## src/rtl/cache_controller_if.sv

```systemverilog
// Signal bundle between the miss-handling controller, the CPU memory stage,
// the cache array and main memory. master = controller side.
interface cache_controller_if;
    logic        cpu_read;
    logic        cpu_write;
    logic        cpu_is_word;
    logic [31:0] cpu_addr;
    logic [31:0] cpu_wdata;
    logic        cpu_stall;

    logic        cache_hit;
    logic        cache_dirty;
    logic [31:0] cache_rdata;
    logic [31:0] cache_wb_addr;
    logic [31:0] cache_addr;
    logic [31:0] cache_wdata;
    logic        cache_is_word;
    logic        we_cache;
    logic        set_valid;
    logic        set_dirty;

    logic [31:0] mem_addr;
    logic [31:0] mem_wdata;
    logic        mem_we;
    logic        mem_re;
    logic [31:0] mem_rdata;

    modport master (
        input  cpu_read, cpu_write, cpu_is_word, cpu_addr, cpu_wdata,
        output cpu_stall,
        input  cache_hit, cache_dirty, cache_rdata, cache_wb_addr,
        output cache_addr, cache_wdata, cache_is_word, we_cache, set_valid, set_dirty,
        output mem_addr, mem_wdata, mem_we, mem_re,
        input  mem_rdata
    );

    modport slave (
        output cpu_read, cpu_write, cpu_is_word, cpu_addr, cpu_wdata,
        input  cpu_stall,
        output cache_hit, cache_dirty, cache_rdata, cache_wb_addr,
        input  cache_addr, cache_wdata, cache_is_word, we_cache, set_valid, set_dirty,
        input  mem_addr, mem_wdata, mem_we, mem_re,
        output mem_rdata
    );
endinterface

```

## src/rtl/cache_controller.sv

```systemverilog
// Miss handler for a direct-mapped write-back/write-allocate cache: serves hits
// combinationally, writes back a dirty victim, refills one word, then replays.
module cache_controller #(
    parameter int MEM_LATENCY = 4
) (
    input logic               clk,
    input logic               rst_b,
    cache_controller_if.master bus
);
    localparam int CW = $clog2(MEM_LATENCY) + 1;
    localparam logic [CW-1:0] LAST = CW'(MEM_LATENCY - 1);

    typedef enum logic [1:0] {IDLE, WRITEBACK, REFILL} state_t;

    state_t        state, state_nxt;
    logic [CW-1:0] cnt, cnt_nxt;
    logic [31:0]   last_addr, last_nxt;
    logic [31:0]   miss_addr, wb_addr, wb_data;
    logic          capture;
    logic          req;

    assign req = bus.cpu_read | bus.cpu_write;

    always_ff @(posedge clk or negedge rst_b) begin
        if (!rst_b) begin
            state     <= IDLE;
            cnt       <= '0;
            last_addr <= '0;
            miss_addr <= '0;
            wb_addr   <= '0;
            wb_data   <= '0;
        end else begin
            state     <= state_nxt;
            cnt       <= cnt_nxt;
            last_addr <= last_nxt;
            if (capture) begin
                miss_addr <= bus.cpu_addr;
                wb_addr   <= bus.cache_wb_addr;
                wb_data   <= bus.cache_rdata;
            end
        end
    end

    // The array rewrites valid/dirty every edge, so every non-update cycle
    // must drive values that preserve the line currently addressed.
    always_comb begin
        state_nxt         = state;
        cnt_nxt           = cnt;
        last_nxt          = last_addr;
        capture           = 1'b0;
        bus.cpu_stall     = req & ~((state == IDLE) & bus.cache_hit);
        bus.cache_addr    = last_addr;
        bus.cache_wdata   = '0;
        bus.cache_is_word = 1'b0;
        bus.we_cache      = 1'b0;
        bus.set_valid     = 1'b0;
        bus.set_dirty     = 1'b0;
        bus.mem_addr      = '0;
        bus.mem_wdata     = '0;
        bus.mem_we        = 1'b0;
        bus.mem_re        = 1'b0;
        case (state)
            IDLE: begin
                if (!req) begin
                    bus.set_valid = bus.cache_hit;
                    bus.set_dirty = bus.cache_hit & bus.cache_dirty;
                end else begin
                    bus.cache_addr = bus.cpu_addr;
                    if (bus.cache_hit) begin
                        last_nxt      = bus.cpu_addr;
                        bus.set_valid = 1'b1;
                        if (bus.cpu_write) begin
                            bus.we_cache      = 1'b1;
                            bus.cache_is_word = bus.cpu_is_word;
                            bus.cache_wdata   = bus.cpu_wdata;
                            bus.set_dirty     = 1'b1;
                        end else begin
                            bus.set_dirty = bus.cache_dirty;
                        end
                    end else begin
                        // Victim is invalidated here; its data lives on in wb_data.
                        capture   = 1'b1;
                        cnt_nxt   = '0;
                        state_nxt = bus.cache_dirty ? WRITEBACK : REFILL;
                    end
                end
            end
            WRITEBACK: begin
                bus.mem_we     = 1'b1;
                bus.mem_addr   = wb_addr;
                bus.mem_wdata  = wb_data;
                bus.cache_addr = miss_addr;
                if (cnt == LAST) begin
                    cnt_nxt   = '0;
                    state_nxt = REFILL;
                end else begin
                    cnt_nxt = cnt + CW'(1);
                end
            end
            REFILL: begin
                bus.mem_re     = 1'b1;
                bus.mem_addr   = {16'b0, miss_addr[15:2], 2'b0};
                bus.cache_addr = miss_addr;
                if (cnt == LAST) begin
                    bus.we_cache      = 1'b1;
                    bus.cache_is_word = 1'b1;
                    bus.cache_wdata   = bus.mem_rdata;
                    bus.set_valid     = 1'b1;
                    cnt_nxt           = '0;
                    state_nxt         = IDLE;
                end else begin
                    cnt_nxt = cnt + CW'(1);
                end
            end
            default: state_nxt = IDLE;
        endcase
    end
endmodule

```

## src/flat_wrapper.sv

```systemverilog
// flat-port wrapper written by rule: the top's interface ports become plain ports
module cache_controller_flat 
#(
    parameter int MEM_LATENCY = 4
)
  (clk, rst_b, bus_cpu_read, bus_cpu_write, bus_cpu_is_word, bus_cpu_addr, bus_cpu_wdata, bus_cpu_stall, bus_cache_hit, bus_cache_dirty, bus_cache_rdata, bus_cache_wb_addr, bus_cache_addr, bus_cache_wdata, bus_cache_is_word, bus_we_cache, bus_set_valid, bus_set_dirty, bus_mem_addr, bus_mem_wdata, bus_mem_we, bus_mem_re, bus_mem_rdata);
  cache_controller_if bus_i ();
  input logic clk;
  input logic rst_b;
  input wire logic [$bits(bus_i.cpu_read)-1:0] bus_cpu_read;
  input wire logic [$bits(bus_i.cpu_write)-1:0] bus_cpu_write;
  input wire logic [$bits(bus_i.cpu_is_word)-1:0] bus_cpu_is_word;
  input wire logic [$bits(bus_i.cpu_addr)-1:0] bus_cpu_addr;
  input wire logic [$bits(bus_i.cpu_wdata)-1:0] bus_cpu_wdata;
  output wire logic [$bits(bus_i.cpu_stall)-1:0] bus_cpu_stall;
  input wire logic [$bits(bus_i.cache_hit)-1:0] bus_cache_hit;
  input wire logic [$bits(bus_i.cache_dirty)-1:0] bus_cache_dirty;
  input wire logic [$bits(bus_i.cache_rdata)-1:0] bus_cache_rdata;
  input wire logic [$bits(bus_i.cache_wb_addr)-1:0] bus_cache_wb_addr;
  output wire logic [$bits(bus_i.cache_addr)-1:0] bus_cache_addr;
  output wire logic [$bits(bus_i.cache_wdata)-1:0] bus_cache_wdata;
  output wire logic [$bits(bus_i.cache_is_word)-1:0] bus_cache_is_word;
  output wire logic [$bits(bus_i.we_cache)-1:0] bus_we_cache;
  output wire logic [$bits(bus_i.set_valid)-1:0] bus_set_valid;
  output wire logic [$bits(bus_i.set_dirty)-1:0] bus_set_dirty;
  output wire logic [$bits(bus_i.mem_addr)-1:0] bus_mem_addr;
  output wire logic [$bits(bus_i.mem_wdata)-1:0] bus_mem_wdata;
  output wire logic [$bits(bus_i.mem_we)-1:0] bus_mem_we;
  output wire logic [$bits(bus_i.mem_re)-1:0] bus_mem_re;
  input wire logic [$bits(bus_i.mem_rdata)-1:0] bus_mem_rdata;
  assign bus_i.cpu_read = bus_cpu_read;
  assign bus_i.cpu_write = bus_cpu_write;
  assign bus_i.cpu_is_word = bus_cpu_is_word;
  assign bus_i.cpu_addr = bus_cpu_addr;
  assign bus_i.cpu_wdata = bus_cpu_wdata;
  assign bus_cpu_stall = bus_i.cpu_stall;
  assign bus_i.cache_hit = bus_cache_hit;
  assign bus_i.cache_dirty = bus_cache_dirty;
  assign bus_i.cache_rdata = bus_cache_rdata;
  assign bus_i.cache_wb_addr = bus_cache_wb_addr;
  assign bus_cache_addr = bus_i.cache_addr;
  assign bus_cache_wdata = bus_i.cache_wdata;
  assign bus_cache_is_word = bus_i.cache_is_word;
  assign bus_we_cache = bus_i.we_cache;
  assign bus_set_valid = bus_i.set_valid;
  assign bus_set_dirty = bus_i.set_dirty;
  assign bus_mem_addr = bus_i.mem_addr;
  assign bus_mem_wdata = bus_i.mem_wdata;
  assign bus_mem_we = bus_i.mem_we;
  assign bus_mem_re = bus_i.mem_re;
  assign bus_i.mem_rdata = bus_mem_rdata;
  cache_controller #(.MEM_LATENCY(MEM_LATENCY)) u_core (.clk(clk), .rst_b(rst_b), .bus(bus_i));
endmodule
```

## config.mk

```make
export PLATFORM = sky130hd
export DESIGN_NAME = cache_controller_flat
export DESIGN_NICKNAME = d
export VERILOG_FILES = /design/src/rtl/cache_controller_if.sv /design/src/rtl/cache_controller.sv /design/src/flat_wrapper.sv
export SDC_FILE = /design/constraint.sdc
export NUM_CORES = 1
export LEC_CHECK = 0
export ABC_CLOCK_PERIOD_IN_PS = 2400
export BUFFER_PORTS_ARGS = -buffer_cell sky130_fd_sc_hd__buf_2
export CAP_MARGIN = 0
export CORE_MARGIN = 8
export CORE_UTILIZATION = 48
export CTS_CLUSTER_DIAMETER = 60
export CTS_CLUSTER_SIZE = 28
export DETAILED_ROUTE_END_ITERATION = 6
export PLACE_DENSITY = 0.88
export SETUP_SLACK_MARGIN = 0.15
export SLEW_MARGIN = 20
export SYNTH_ARGS = -nofsm -noshare
export SYNTH_HDL_FRONTEND = slang
export SYNTH_SLANG_ARGS = --single-unit
```

## constraint.sdc

```tcl
create_clock -name clk -period 2.4 [get_ports clk]
set_input_delay 0.36 -clock clk [delete_from_list [all_inputs] [get_ports clk]]
set_output_delay 0.36 -clock clk [all_outputs]
set_load 0.01 [all_outputs]
```

==> key figures <==
Status
  – Outcome: finished, violations left
  – Failing checks: negative setup slack

Timing
  – Part of the cycle the worst path needs: 101.8%
  – WHS: 170.3 ps
  – RSZ-0062 raised after global routing: yes
  – Fin crit period: 2443 ps
  – Worst slew pin tran: 440.8 ps
  – Final setup fails: 18
  – Count of pins over their slew limit: 0
  – Highest clock rate: 0.4094 GHz
  – Setup Skew: 7.627 ps
  – Slew margin rel.: between 70% and 80%
  – Final setup margin: -42.87 ps
  – Endpoints failing hold: 0

Synthesis
  – Unique masters post-synth: 31
  – Syn_nets: 730
  – Synthesized area: 6728 um2
  – Cells after synthesis: 558
  – Post-Synth Simple-Gate Area: 7.644%
  – Post-synthesis average cell area: 12.06 um2
  – Register area share after synthesis: about half
  – Synth Area in Compound Gates: 16.50%
  – Yosys reg bits: around 130
  – Mux share of post-synthesis cell area: 21.74%
  – Synth Area in Adders: 0.9299%
  – Synth Warn #: 0
  – Largest family of logic cells by synthesized area: multiplexers
  – XOR/XNOR share of the synthesized area: 0%

Place
  – RePlAce Congestion: about 0.99
  – Input/output buffers: 301
  – DPL Wire Length: between 15000 and 20000 um
  – Pre-CTS setup slack: 14.98 ps

Finish
  – Syn-to-layout area delta: 41.14%
  – Finished Core Util: 68.94%
  – Nets@finish: 1035
  – Share of cells above drive strength 1: 56.59%
  – Filler cells: 1012

Floorplan
  – Die area: 18060 um2
  – Die X: about 130 um
  – Number of core rows: 43
  – Core ar.: 13770 um2
  – I/O pins: 302
  – Initial Util: 48.85%
  – Die Y: 134.4 um

Setup path
  – Crit end category: primary output
  – CP arrival: 2080 ps
  – CP startpoint kind: flip-flop
  – CP max FO: 8
  – Crit Path Category: flip-flop to primary output
  – Critical path required time: 2040 ps

Global routing
  – Total global-route track usage: 24.25%
  – First-pass GRT wire length: 33940 um
  – Initial antenna violation count: 4
  – GR Overflow Total: 0
  – Number of global-route vias before repair: 6125
  – Pin count of the biggest net entering global routing: 63

Detailed routing
  – 1st-pass router iterations: 6
  – Post-Route WL: 22490 um
  – Iteration-0 DRC Markers: 278
  – Final ANT Viol Nets: 0
  – DR WL/cell: between 20 and 25 um
  – Vias per inst: 5.569
  – Vias: just under 6000
  – Number of remaining DRC errors: 0

Clock network
  – CTS tree: done
  – CTS Sinks: 133
  – CTS max path bufs: 2
  – Total CTS buffers: 17
  – Root Driver: clkbuf_16
  – Clock Pin Slew Worst Setup and Hold Paths: 60 ps
  – Worst-Skew Late Latency: 410 ps
  – H-tree depth: 4

Job
  – Max cap viols: 0

Pwr
  – Leakage: 4.630 nW
  – Power Density: 1323 nW/um2
  – Max VDD drop: 0.7259 mV

Hold path
  – Hold WC Path Type: input pin to flip-flop
==> flip-flops by register name (all words and copies together), names as in the netlist <==
signal and flops:
u_core.cnt 3, u_core.last_addr 32, u_core.miss_addr 32, u_core.state 2, u_core.wb_addr 32, u_core.wb_data 32
==> critical path, cell delays in order (launching register included) <==
cell and delay (ps):
dfrtp_1 380, buf_6 130, ha_4 160, buf_12 120, o21ba_4 320, buf_12 170
a22oi_2 50, o21ai_1 170, buf_2 160
==> layout by cell type, fill, tap and decap left out, types with 4 or more instances in the layout <==
master     instances
mux2_2            99
a22oi_1           64
o21ai_1           24
clkinv_2           4
o21ai_0            6
a22o_1            32
buf_6              4
and2_1            50
a22oi_2           15
dfrtp_1          133
clkbuf_16         19
buf_12            12
buf_4             14
nor2b_1           14
mux2_1            30
nand2_1            5
buf_2            298
==> routing by layer <==
layer / vias to the layer above / part of all wire, % / GRT usage, %
met1: 2897 / 36 / 24.72
met3: 28 / 9.7 / 9.461
met5: - / 0 / 0
met4: 0 / 2.7 / 9.420
met2: 273 / 52 / 43.60
li1: 2683 / - / -
==> worst paths after layout <==
kind | from | to | slack [ps] | cells after the start
setup / recovery | u_core.state[0] | bus_cache_addr[3] | -40 | 8
hold / removal | bus_cache_rdata[29] | u_core.wb_data[29] | 170 | 2
setup reg to reg | u_core.state[0] | u_core.wb_addr[25] | 410 | 6
hold reg to reg | u_core.miss_addr[27] | u_core.miss_addr[27] | 490 | 1
max in group asynchronous | rst_b | u_core.miss_addr[14] | 1340 | 3
min in group asynchronous | rst_b | u_core.wb_data[21] | 440 | 2
==> power breakdown <==
part | total (mW) | internal [mW] | switching, mW
registers | 4.13 | 3.39 | 0.739
logic | 6.02 | 3.08 | 2.93
clock network | 2.41 | 1.48 | 0.932
==> cells in the mapped netlist <==
master | number | share of area, %
a21o_1 | 1 | 0.11
clkbuf_1 | 30 | 1.7
a21oi_1 | 2 | 0.15
or2_1 | 1 | 0.093
nor2_2 | 1 | 0.093
a21boi_0 | 1 | 0.11
and2_1 | 51 | 4.7
mux2_2 | 99 | 17
mux2_1 | 30 | 5.0
dfrtp_1 | 133 | 49
a22o_1 | 32 | 4.2
o21ai_0 | 33 | 2.5
nor2_1 | 3 | 0.17
a22oi_1 | 79 | 8.8
and3_1 | 2 | 0.19
nor2b_1 | 16 | 1.5
buf_1 | 1 | 0.056
nand2b_1 | 3 | 0.28
inv_2 | 1 | 0.056
o22ai_1 | 1 | 0.093
a32o_1 | 1 | 0.15
nand3_1 | 1 | 0.074
buf_6 | 3 | 0.50
buf_2 | 11 | 0.82
o21ba_2 | 3 | 0.45
mux2i_1 | 1 | 0.15
inv_1 | 3 | 0.17
buf_4 | 4 | 0.45
nor3_4 | 1 | 0.24
ha_1 | 5 | 0.93
nand2_1 | 5 | 0.28
==> per-stage QoR <==
| step | instances | cell area [um2] | total power, mW | setup TNS, ps |
|---|---|---|---|---|
| 6_report | 1056 | 9495 | 12.56 | -256.9 |
| 5_1_grt | 1056 | 9495 | 13.32 | -2722 |
| 4_1_cts | 1051 | 9408 | 12.54 | -109.5 |
| 3_5_place_dp | 1013 | 8488 | 9.587 | 0 |
| 3_3_place_gp | 1013 | 8488 | 9.377 | 0 |
| 2_1_floorplan | 558 | 6728 | 7.397 | 0 |
==> cell families (layout without fill, tap and decap cells) <==
family,count (synthesis),in the layout
other,0,3
adders and majority gates,5,5
and+or+nand+nor,84,84
AOI/OAI and AO/OA,153,153
muxes,130,130
buffers and inverters,53,368
DFF,133,133
==> layout make-up <==
cell class	count	area, um2	area share, %
multi-input cells	372	3304	34.80
diodes	3	7.507	0.07906
flip-flops and latches	133	3328	35.05
well taps	180	225.2	2.372
clock inverters	9	81.33	0.8565
repair buffers	335	2067	21.77
clock buffers	20	466.7	4.915
inverters	4	15.01	0.1581
==> timing repair <==
action                                  in CTS  in global routing
gates cloned                                 4                  2
hold buffers                                 1                  0
endpoints found under the setup margin      66                 81
buffers inserted                             4                  0
pin swaps                                    9                 19
gates resized for setup                     72                  6
endpoints found under the hold margin       44                  0
No activity file was read; power rests on OpenSTA's default activity.
